<file path="src/rtl/reg_file_scoreboard_pkg.sv">
// reg_file_scoreboard_pkg: shared widths, reset value and register-index type for the GPR file
package reg_file_scoreboard_pkg;
  localparam int REG_IDX_W = 4;
  localparam int NREGS = 16;
  localparam int DATA_W = 32;
  localparam logic [DATA_W-1:0] RESET_VAL = 32'h0000_0000;
  typedef logic [REG_IDX_W-1:0] reg_idx_t;
  typedef logic [DATA_W-1:0] data_t;
  typedef logic [NREGS-1:0] reg_mask_t;
  typedef logic [REG_IDX_W:0] reg_cnt_t;
  function automatic reg_mask_t onehot(input reg_idx_t idx);
    onehot = '0;
    onehot[idx] = 1'b1;
  endfunction
  function automatic reg_cnt_t popcount(input reg_mask_t v);
    popcount = '0;
    for (int i = 0; i < NREGS; i++) popcount += {{REG_IDX_W{1'b0}}, v[i]};
  endfunction
endpackage

</file>
<file path="src/rtl/reg_file_scoreboard_hold_scoreboard.sv">
// hold_scoreboard: per-register hold bits with reserve/release/flush priority, stall, sticky error and busy count
module hold_scoreboard
  import reg_file_scoreboard_pkg::*;
(
  input  logic      clk,
  input  logic      rst_n,
  input  logic      rsv_valid,
  input  reg_idx_t  rsv_reg,
  input  logic      wb_valid,
  input  reg_idx_t  wb_reg,
  input  logic      flush,
  output reg_mask_t hold_q,
  output logic      rsv_stall,
  output logic      wb_err,
  output reg_cnt_t  busy_cnt
);
  reg_mask_t hold_d;
  logic      wb_err_q, wb_err_d;
  reg_cnt_t  busy_cnt_q, busy_cnt_d;
  logic      rsv_take;
  reg_mask_t hold_rel;
  // a writeback releasing the same index lets the new reservation through
  assign rsv_stall = rsv_valid & hold_q[rsv_reg] & ~(wb_valid & (wb_reg == rsv_reg));
  always_comb begin
    rsv_take = rsv_valid & ~rsv_stall;
    hold_rel = hold_q & ~(wb_valid ? onehot(wb_reg) : '0);
    hold_d = flush ? '0 : (hold_rel | (rsv_take ? onehot(rsv_reg) : '0));
    wb_err_d = wb_err_q | (wb_valid & ~hold_q[wb_reg]);
    busy_cnt_d = popcount(hold_d);
  end
  always_ff @(posedge clk) begin
    if (!rst_n) begin
      hold_q <= '0;
      wb_err_q <= 1'b0;
      busy_cnt_q <= '0;
    end else begin
      hold_q <= hold_d;
      wb_err_q <= wb_err_d;
      busy_cnt_q <= busy_cnt_d;
    end
  end
  assign wb_err = wb_err_q;
  assign busy_cnt = busy_cnt_q;
endmodule

</file>
<file path="src/rtl/reg_file_scoreboard.sv">
// reg_file_scoreboard: 16x32 architectural register file with hold scoreboard feeding operand arbitration
module reg_file_scoreboard
  import reg_file_scoreboard_pkg::*;
(
  input  logic              clk,
  input  logic              rst_n,
  input  logic              rsv_valid,
  input  logic [3:0]        rsv_reg,
  input  logic              wb_valid,
  input  logic [3:0]        wb_reg,
  input  logic [DATA_W-1:0] wb_data,
  input  logic              flush,
  output logic [DATA_W-1:0] r00_Q,
  output logic [DATA_W-1:0] r01_Q,
  output logic [DATA_W-1:0] r02_Q,
  output logic [DATA_W-1:0] r03_Q,
  output logic [DATA_W-1:0] r04_Q,
  output logic [DATA_W-1:0] r05_Q,
  output logic [DATA_W-1:0] r06_Q,
  output logic [DATA_W-1:0] r07_Q,
  output logic [DATA_W-1:0] r08_Q,
  output logic [DATA_W-1:0] r09_Q,
  output logic [DATA_W-1:0] r10_Q,
  output logic [DATA_W-1:0] r11_Q,
  output logic [DATA_W-1:0] r12_Q,
  output logic [DATA_W-1:0] r13_Q,
  output logic [DATA_W-1:0] r14_Q,
  output logic [DATA_W-1:0] r15_Q,
  output logic [NREGS-1:0]  hold_Q,
  output logic              rsv_stall,
  output logic              wb_err,
  output logic [4:0]        busy_cnt
);
  data_t regs_q [NREGS];
  data_t regs_d [NREGS];
  hold_scoreboard u_hold (
    .clk      (clk),
    .rst_n    (rst_n),
    .rsv_valid(rsv_valid),
    .rsv_reg  (rsv_reg),
    .wb_valid (wb_valid),
    .wb_reg   (wb_reg),
    .flush    (flush),
    .hold_q   (hold_Q),
    .rsv_stall(rsv_stall),
    .wb_err   (wb_err),
    .busy_cnt (busy_cnt)
  );
  // writeback lands unconditionally; holds and errors are the scoreboard's business
  always_comb begin
    for (int i = 0; i < NREGS; i++)
      regs_d[i] = (wb_valid && wb_reg == reg_idx_t'(i)) ? wb_data : regs_q[i];
  end
  always_ff @(posedge clk) begin
    for (int i = 0; i < NREGS; i++)
      regs_q[i] <= !rst_n ? RESET_VAL : regs_d[i];
  end
  assign r00_Q = regs_q[0];
  assign r01_Q = regs_q[1];
  assign r02_Q = regs_q[2];
  assign r03_Q = regs_q[3];
  assign r04_Q = regs_q[4];
  assign r05_Q = regs_q[5];
  assign r06_Q = regs_q[6];
  assign r07_Q = regs_q[7];
  assign r08_Q = regs_q[8];
  assign r09_Q = regs_q[9];
  assign r10_Q = regs_q[10];
  assign r11_Q = regs_q[11];
  assign r12_Q = regs_q[12];
  assign r13_Q = regs_q[13];
  assign r14_Q = regs_q[14];
  assign r15_Q = regs_q[15];
endmodule

</file>
<file path="config.mk">
export PLATFORM = sky130hd
export DESIGN_NAME = reg_file_scoreboard
export DESIGN_NICKNAME = d
export VERILOG_FILES = /design/src/rtl/reg_file_scoreboard_pkg.sv /design/src/rtl/reg_file_scoreboard_hold_scoreboard.sv /design/src/rtl/reg_file_scoreboard.sv
export SDC_FILE = /design/constraint.sdc
export NUM_CORES = 1
export LEC_CHECK = 0
export CORE_MARGIN = 2
export CORE_UTILIZATION = 43
export DETAILED_ROUTE_END_ITERATION = 10
export PLACE_DENSITY = 0.76
export SLEW_MARGIN = 20
export SYNTH_ARGS = -nofsm -noshare
export SYNTH_HDL_FRONTEND = slang
export SYNTH_SLANG_ARGS = --single-unit
</file>
<file path="constraint.sdc">
create_clock -name clk -period 5.8 [get_ports clk]
set_input_delay 1.16 -clock clk [delete_from_list [all_inputs] [get_ports clk]]
set_output_delay 1.16 -clock clk [all_outputs]
set_load 0.02 [all_outputs]
</file>
Word level (Yosys, flattened, before mapping). Memories as Yosys holds them, arrays and structs flattened. Index checks and enable logic that the tools add are counted.

Flip-flop bits (word level): 22. Memory bits (writable): 512. Bits of input ports: 45. Output and inout port bits: 535. Logic and storage cells: 113. Memories: 1.

Memory list: regs_q (words 16, bits a word 32, read ports 16, clocked after Yosys merged registers in 0, write ports 16, line reg_file_scoreboard.sv:34) `data_t regs_q [NREGS];`.

$add $sub $neg: 15. Magnitude comparators: 4. Equality and inequality tests: 16. Muxes and demuxes: 43. Bitwise gates (word level): 12. Reduce and logical (&&, ||, !) cells: 19.

Operators with widths (count): $mux W32 (32); $add A5 B1 Y5 (14); $mux W16 (3); $eq A4 B4 Y1 const B (8); $logic_and A1 B1 Y1 (18); $and A16 B16 Y16 (1); $eq A4 B3 Y1 const B (4); $not A16 Y16 (1); $or A16 B16 Y16 (1); $lt A4 B5 Y1 const B (2); $bmux W1 S4 (2); $demux W1 S4 (2); $eq A4 B2 Y1 const B (2); $ge A4 B1 Y1 const B (2); $and A1 B1 Y1 (5); $eq A4 B1 Y1 const B (1); $eq A4 B4 Y1 (1); $logic_not A4 Y1 (1); $mux W1 (4); $not A1 Y1 (3); $add A1 B1 Y2 (1); $or A1 B1 Y1 (1).

Depth between registers and ports, before layout.
Word-level depth: 24. Gate-level depth with buffers: 21. Mapped depth without buffers: 19.

By module. A second synthesis with hierarchy kept.

Cell total of the unflattened synthesis: 1913. Area, all modules: 19927.9 um^2.

By module, submodules not included: reg_file_scoreboard (instances 1, cells each 1738, area an instance 18162.4 um^2, seq. area each 10249.8 um^2); hold_scoreboard (instances 1, cells each 175, area an instance 1765.4 um^2, seq. area each 440.4 um^2).

Worst setup path before layout. Ideal clock, no wire load.

Path kind: input to register. From: in rsv_reg[0]. To: reg u_hold.busy_cnt_q[2] (netlist: u_hold.busy_cnt[2]). Library setup time: 0.115 ns. Arrival: 5.989 ns. Required time: 5.685 ns. Slack: -0.304 ns. Stages: 17. Path buffers: 1. Cell sequence: buf_6 -> mux2_1 -> mux4_2 -> nand3b_4 -> a311oi_2 -> o2bb2ai_1 -> ha_1 -> inv_1 -> fa_1 -> fa_1 -> fa_1 -> fa_1 -> inv_1 -> fa_1 -> fa_1 -> xor2_1 -> and2_1.

Longest elaborated chain between the ends: 24. Elaborated cells between the ends (all ways): 32. Classes of those cells: add/sub: 15; order compare: 2; eq/ne: 1; mux: 6; bitwise: 7; reduce/logical: 1.

RTL lines: start, declared (line reg_file_scoreboard.sv:8) `input logic [3:0] rsv_reg,`; $bmux W1 S4 / $eq A4 B4 Y1 (equally long branches) (line reg_file_scoreboard_hold_scoreboard.sv:23) `assign rsv_stall = rsv_valid & hold_q[rsv_reg] & ~(wb_valid & (wb_reg == rsv_reg));`; $mux W1 (not written as such) / $and A1 B1 Y1 (equally long branches) (line reg_file_scoreboard_hold_scoreboard.sv:23); $and A1 B1 Y1 / $not A1 Y1 (equally long branches) (line reg_file_scoreboard_hold_scoreboard.sv:23); $and A1 B1 Y1 (line reg_file_scoreboard_hold_scoreboard.sv:23); $not A1 Y1 (line reg_file_scoreboard_hold_scoreboard.sv:25) `rsv_take = rsv_valid & ~rsv_stall;`; $and A1 B1 Y1 (line reg_file_scoreboard_hold_scoreboard.sv:25); $mux W16 * (line reg_file_scoreboard_hold_scoreboard.sv:27) `hold_d = flush ? '0 : (hold_rel | (rsv_take ? onehot(rsv_reg) : '0));`; $or A16 B16 Y16 * (line reg_file_scoreboard_hold_scoreboard.sv:27); $mux W16 * (line reg_file_scoreboard_hold_scoreboard.sv:27); via u_hold.hold_d[0] (line reg_file_scoreboard_hold_scoreboard.sv:17) `reg_mask_t hold_d;`; $add A1 B1 Y2 * (line reg_file_scoreboard_pkg.sv:17) `for (int i = 0; i < NREGS; i++) popcount += {{REG_IDX_W{1'b0}}, v[i]};`; $add A5 B1 Y5 * (14 in series) (line reg_file_scoreboard_pkg.sv:17); end signal, assigned (line reg_file_scoreboard_hold_scoreboard.sv:39) `busy_cnt_q <= busy_cnt_d;`; end, declared (line reg_file_scoreboard_hold_scoreboard.sv:19) `reg_cnt_t busy_cnt_q, busy_cnt_d;`.

Mark *: on every way through the listed nets, which the timed path passes. The rest lies on a longest branch. The select of a mux whose other input is x is not followed. A chain may end at the register's enable or synchronous reset.

Worst setup path in the final report. Ends and elaborated chain as after synthesis.

==> impl_results.md <==
- Status: complete, no violations
- Placer Congestion: 0.892
- CTS tree: yes
- Total global-route track usage: 32.0%
- Reg power frac: 46.7%
- Site row count: 80
- I/O pin count: 580
- PwrDens: 276 mW/mm2
- Syn. warnings: 0
- Crit-path cells: clkbuf_2, mux2_1, mux4_2, nand3b_4, a311oi_4, o2bb2ai_1, ha_1, inv_1, fa_1, fa_1, fa_1, fa_1, inv_1, fa_2, fa_2, xor2_1, and2_1
- Total setup buffers inserted after CTS: 0
- Vias/cell: 5.35
- Post-detail-place hpwl: 55200 um
- Fin nets: 3045
- Clock Latency Late Sink: 0.60 ns
- Initial antenna violation count: 0
- Clock Path Buffers: 3
- Drt drc: 0
- Port Buf Inserts: 579
- Largest net degree at the start of global routing: 194
- Start of the worst register-to-register path: u_hold.hold_q[6]$_SDFF_PN0_
- Initial Util: 43.6%
- Psw: 1.90 mW
- Die H: 224 um
- Final-report setup violation count: 0
- Mean Syn Cell Area: 8.32 um2
- Max_cap viols: 0
- Hold WS: 0.463 ns
- Slew Limit Fails: 0
- Area of the core: 0.0477 mm2
- Cell family with most CP delay: adder cells
- CP Launch Type: input port
- Yosys cell types: 47
- Worst setup startpoint: rsv_reg[0]
- Mapped cell area: 0.0208 mm2
- Synth Flop Type: dfxtp_1
- Cells after Synth: 2501
- Top cell type by total area after synthesis: dfxtp_1
- Worst vdd ir: 0.289 mV
- Clock skew: 0.00619 ns
- CP Class: input port to register
- Iteration-0 DRC Markers: 1346
- Crit end category: register
- Post-synth ARST share: 0%
- Switching share of power: 23.7%
- Synth Register Bits: 534
- Sequential fraction of the synthesis area: 51.4%
- WL/cell: 22.7 um
- Total CTS buffers: 55
- Layout area overhead: 39.6%
- Total grt overflow: 0
- EDFF count, synth: 0
- Syn_nets: 2561
- Number of global-route vias before repair: 18600
- Slowest cell on the critical path: fa_1
- H-tree depth: 2
- Post-route ant nets: 0
- Fill cells: 4085
- Cell Int Power: 6.12 mW
- Clk pwr share: 46.1%
- Vias: 19500
- DRT Pass-1 Iters: 5
- WP buf/inv: 3
- First-pass GRT wire length: 120000 um
- WP data required: 6.29 ns
- Root Buffer: clkbuf_16
- Diode count: 0
- Final critical-path share of the clock period: 97.2%
- Ranking of synthesized cells by area: dfxtp_1, nand2_1, a21boi_0
- Part of the power in combinational logic: 7.2%
- Post-synth top area share: 51.4%
- Slew HR: 19.4%
- Die width: 224 um
- Non-Filler Instances: 3645
- Final WL: 82800 um
- Hold Vio Cnt, Final: 0
- Slew of the pin with the lowest slew margin: 1.21 ns
- Die area: 0.0501 mm2
- Final min period: 5.64 ns
- CP dominant cell by count: fa_1
- Hold WC Path Type: register to register
- Inst Count DP: 3543
- Worst Hold Launch: regs_q[7][21]$_SDFFE_PN0P_
- CP Max Fanout: 5
- RSZ-0062 raised after global routing: no
- Share of cells above drive strength 1: 7.16%
- Data arrival, critical path: 6.13 ns
- Setup TNS Final: 0 ns
- TritonCTS Sinks: 534
- Leak: 9.66 nW
- Max Freq: 177 MHz
- # hold bufs at CTS: 0
- Clock-pin slew on the worst setup and hold paths: 0.06 ns
- CP peak stage delay: 0.52 ns
## cell families after synthesis
group,share of synthesized area [%]
adder cells (fa/ha/maj),1.26
flip-flops,51.4
buffers and inverters,4.83
AND/OR/NAND/NOR,20.9
multiplexers,1.08
AO/OA/AOI/OAI,20.2
XOR/XNOR,0.253
## routing by layer
| metal | global-route usage [%] | wire length [um] | vias up |
|---|---|---|---|
| met5 | 0 | 0 | - |
| met2 | 52.0 | 37600 | 962 |
| met3 | 10.6 | 9200 | 232 |
| met1 | 38.5 | 32100 | 9321 |
| li1 | - | - | 8993 |
| met4 | 14.1 | 3930 | 0 |
## cell type report
type	count	area [um2]	area share [%]
repair buffers	661	6410	22.1
clock buffers	83	1650	5.69
flip-flops and latches	534	10700	36.8
well taps	615	769	2.65
clock inverters	19	245	0.845
inverters	10	37.5	0.129
multi-input cells	1723	9240	31.8
## cells in the mapped netlist, types with 2 or more instances
library cell     n
nand2_1       1058
dfxtp_1        534
a21boi_0       512
clkbuf_1       222
nor2_1          25
o2bb2ai_1       15
a21oi_1         10
fa_1            10
inv_1           10
nand3_1          8
clkbuf_8         7
nor3_1           7
nand2b_1         6
a2bb2oi_1        5
ha_1             5
mux4_2           5
o22ai_1          5
and2_1           4
mux2i_1          4
nand3b_1         4
xor2_1           4
a31oi_1          3
mux2_1           3
nor2b_1          3
nor3b_1          3
and3_1           2
and3b_1          2
buf_2            2
buf_6            2
mux2_2           2
o21ai_0          2
xnor2_1          2
## power groups by stage
stage                     combinational, mW  sequential [mW]  clock [mW]
after detailed placement              0.570             3.82           0
after floorplan                       0.244             3.88           0
after CTS                             0.573             3.74        3.73
after global placement                0.567             3.82           0
final                                 0.579             3.74        3.69
after global routing                  0.605             3.74        3.89
## timing repair
action                                  CTS  global route
endpoints found under the hold margin     0             0
endpoints found under the setup margin    4             4
resized for setup                         2             3
## tightest hold or removal path, stage by stage (launching register included)
cell and delay [ns]:
dfxtp_1 0.31, nand2_1 0.05, a21boi_0 0.06
## cell usage in the layout (no fill, tap or decap), types with 3 or more instances in the layout
cell type and instances:
xor2_1 4, a31oi_1 3, clkinv_2 10, a2bb2oi_1 5, o22ai_1 5, nor2b_1 3
mux2_4 3, nor2_4 8, clkbuf_16 55, nor2_1 13, bufinv_16 5, clkdlybuf4s50_1 574
nand3b_1 4, fa_1 8, mux4_2 5, nor3_2 5, nand2b_1 6, nand3_1 6
a21oi_1 10, a21boi_0 512, inv_1 10, mux2i_1 4, buf_4 81, and2_1 4
clkbuf_1 11, nor2_2 4, ha_1 5, clkbuf_8 17, nand2_1 1056, o2bb2ai_1 15
nor3b_1 3, dfxtp_1 534
## worst paths after layout
path	to	slack [ns]	cells after the start
setup / recovery	u_hold.busy_cnt[2]$_SDFF_PN0_	0.16	17
hold / removal	regs_q[7][21]$_SDFFE_PN0P_	0.46	2
hold reg to reg	regs_q[7][21]$_SDFFE_PN0P_	0.46	2
setup reg to reg	u_hold.busy_cnt[2]$_SDFF_PN0_	0.58	16
## through the flow
step                util [%]  area (um2)  setup slack (ns)  total power [mW]
finish                  60.8       29000             0.160              8.01
global route            60.8       29000            0.0169              8.24
CTS                     60.8       29000           0.00534              8.05
detailed placement      56.8       27100            -0.951              4.39
global placement        56.9       27100            -0.890              4.39
floorplan                  -       20800            -0.159              4.12
## registers in the layout, indices dropped and copies added, names as in the netlist
| register | flops |
|---|---|
| regs_q | 512 |
| u_hold.busy_cnt | 5 |
| u_hold.hold_q | 16 |
| u_hold.wb_err | 1 |
(Power assumes the default switching activity.)
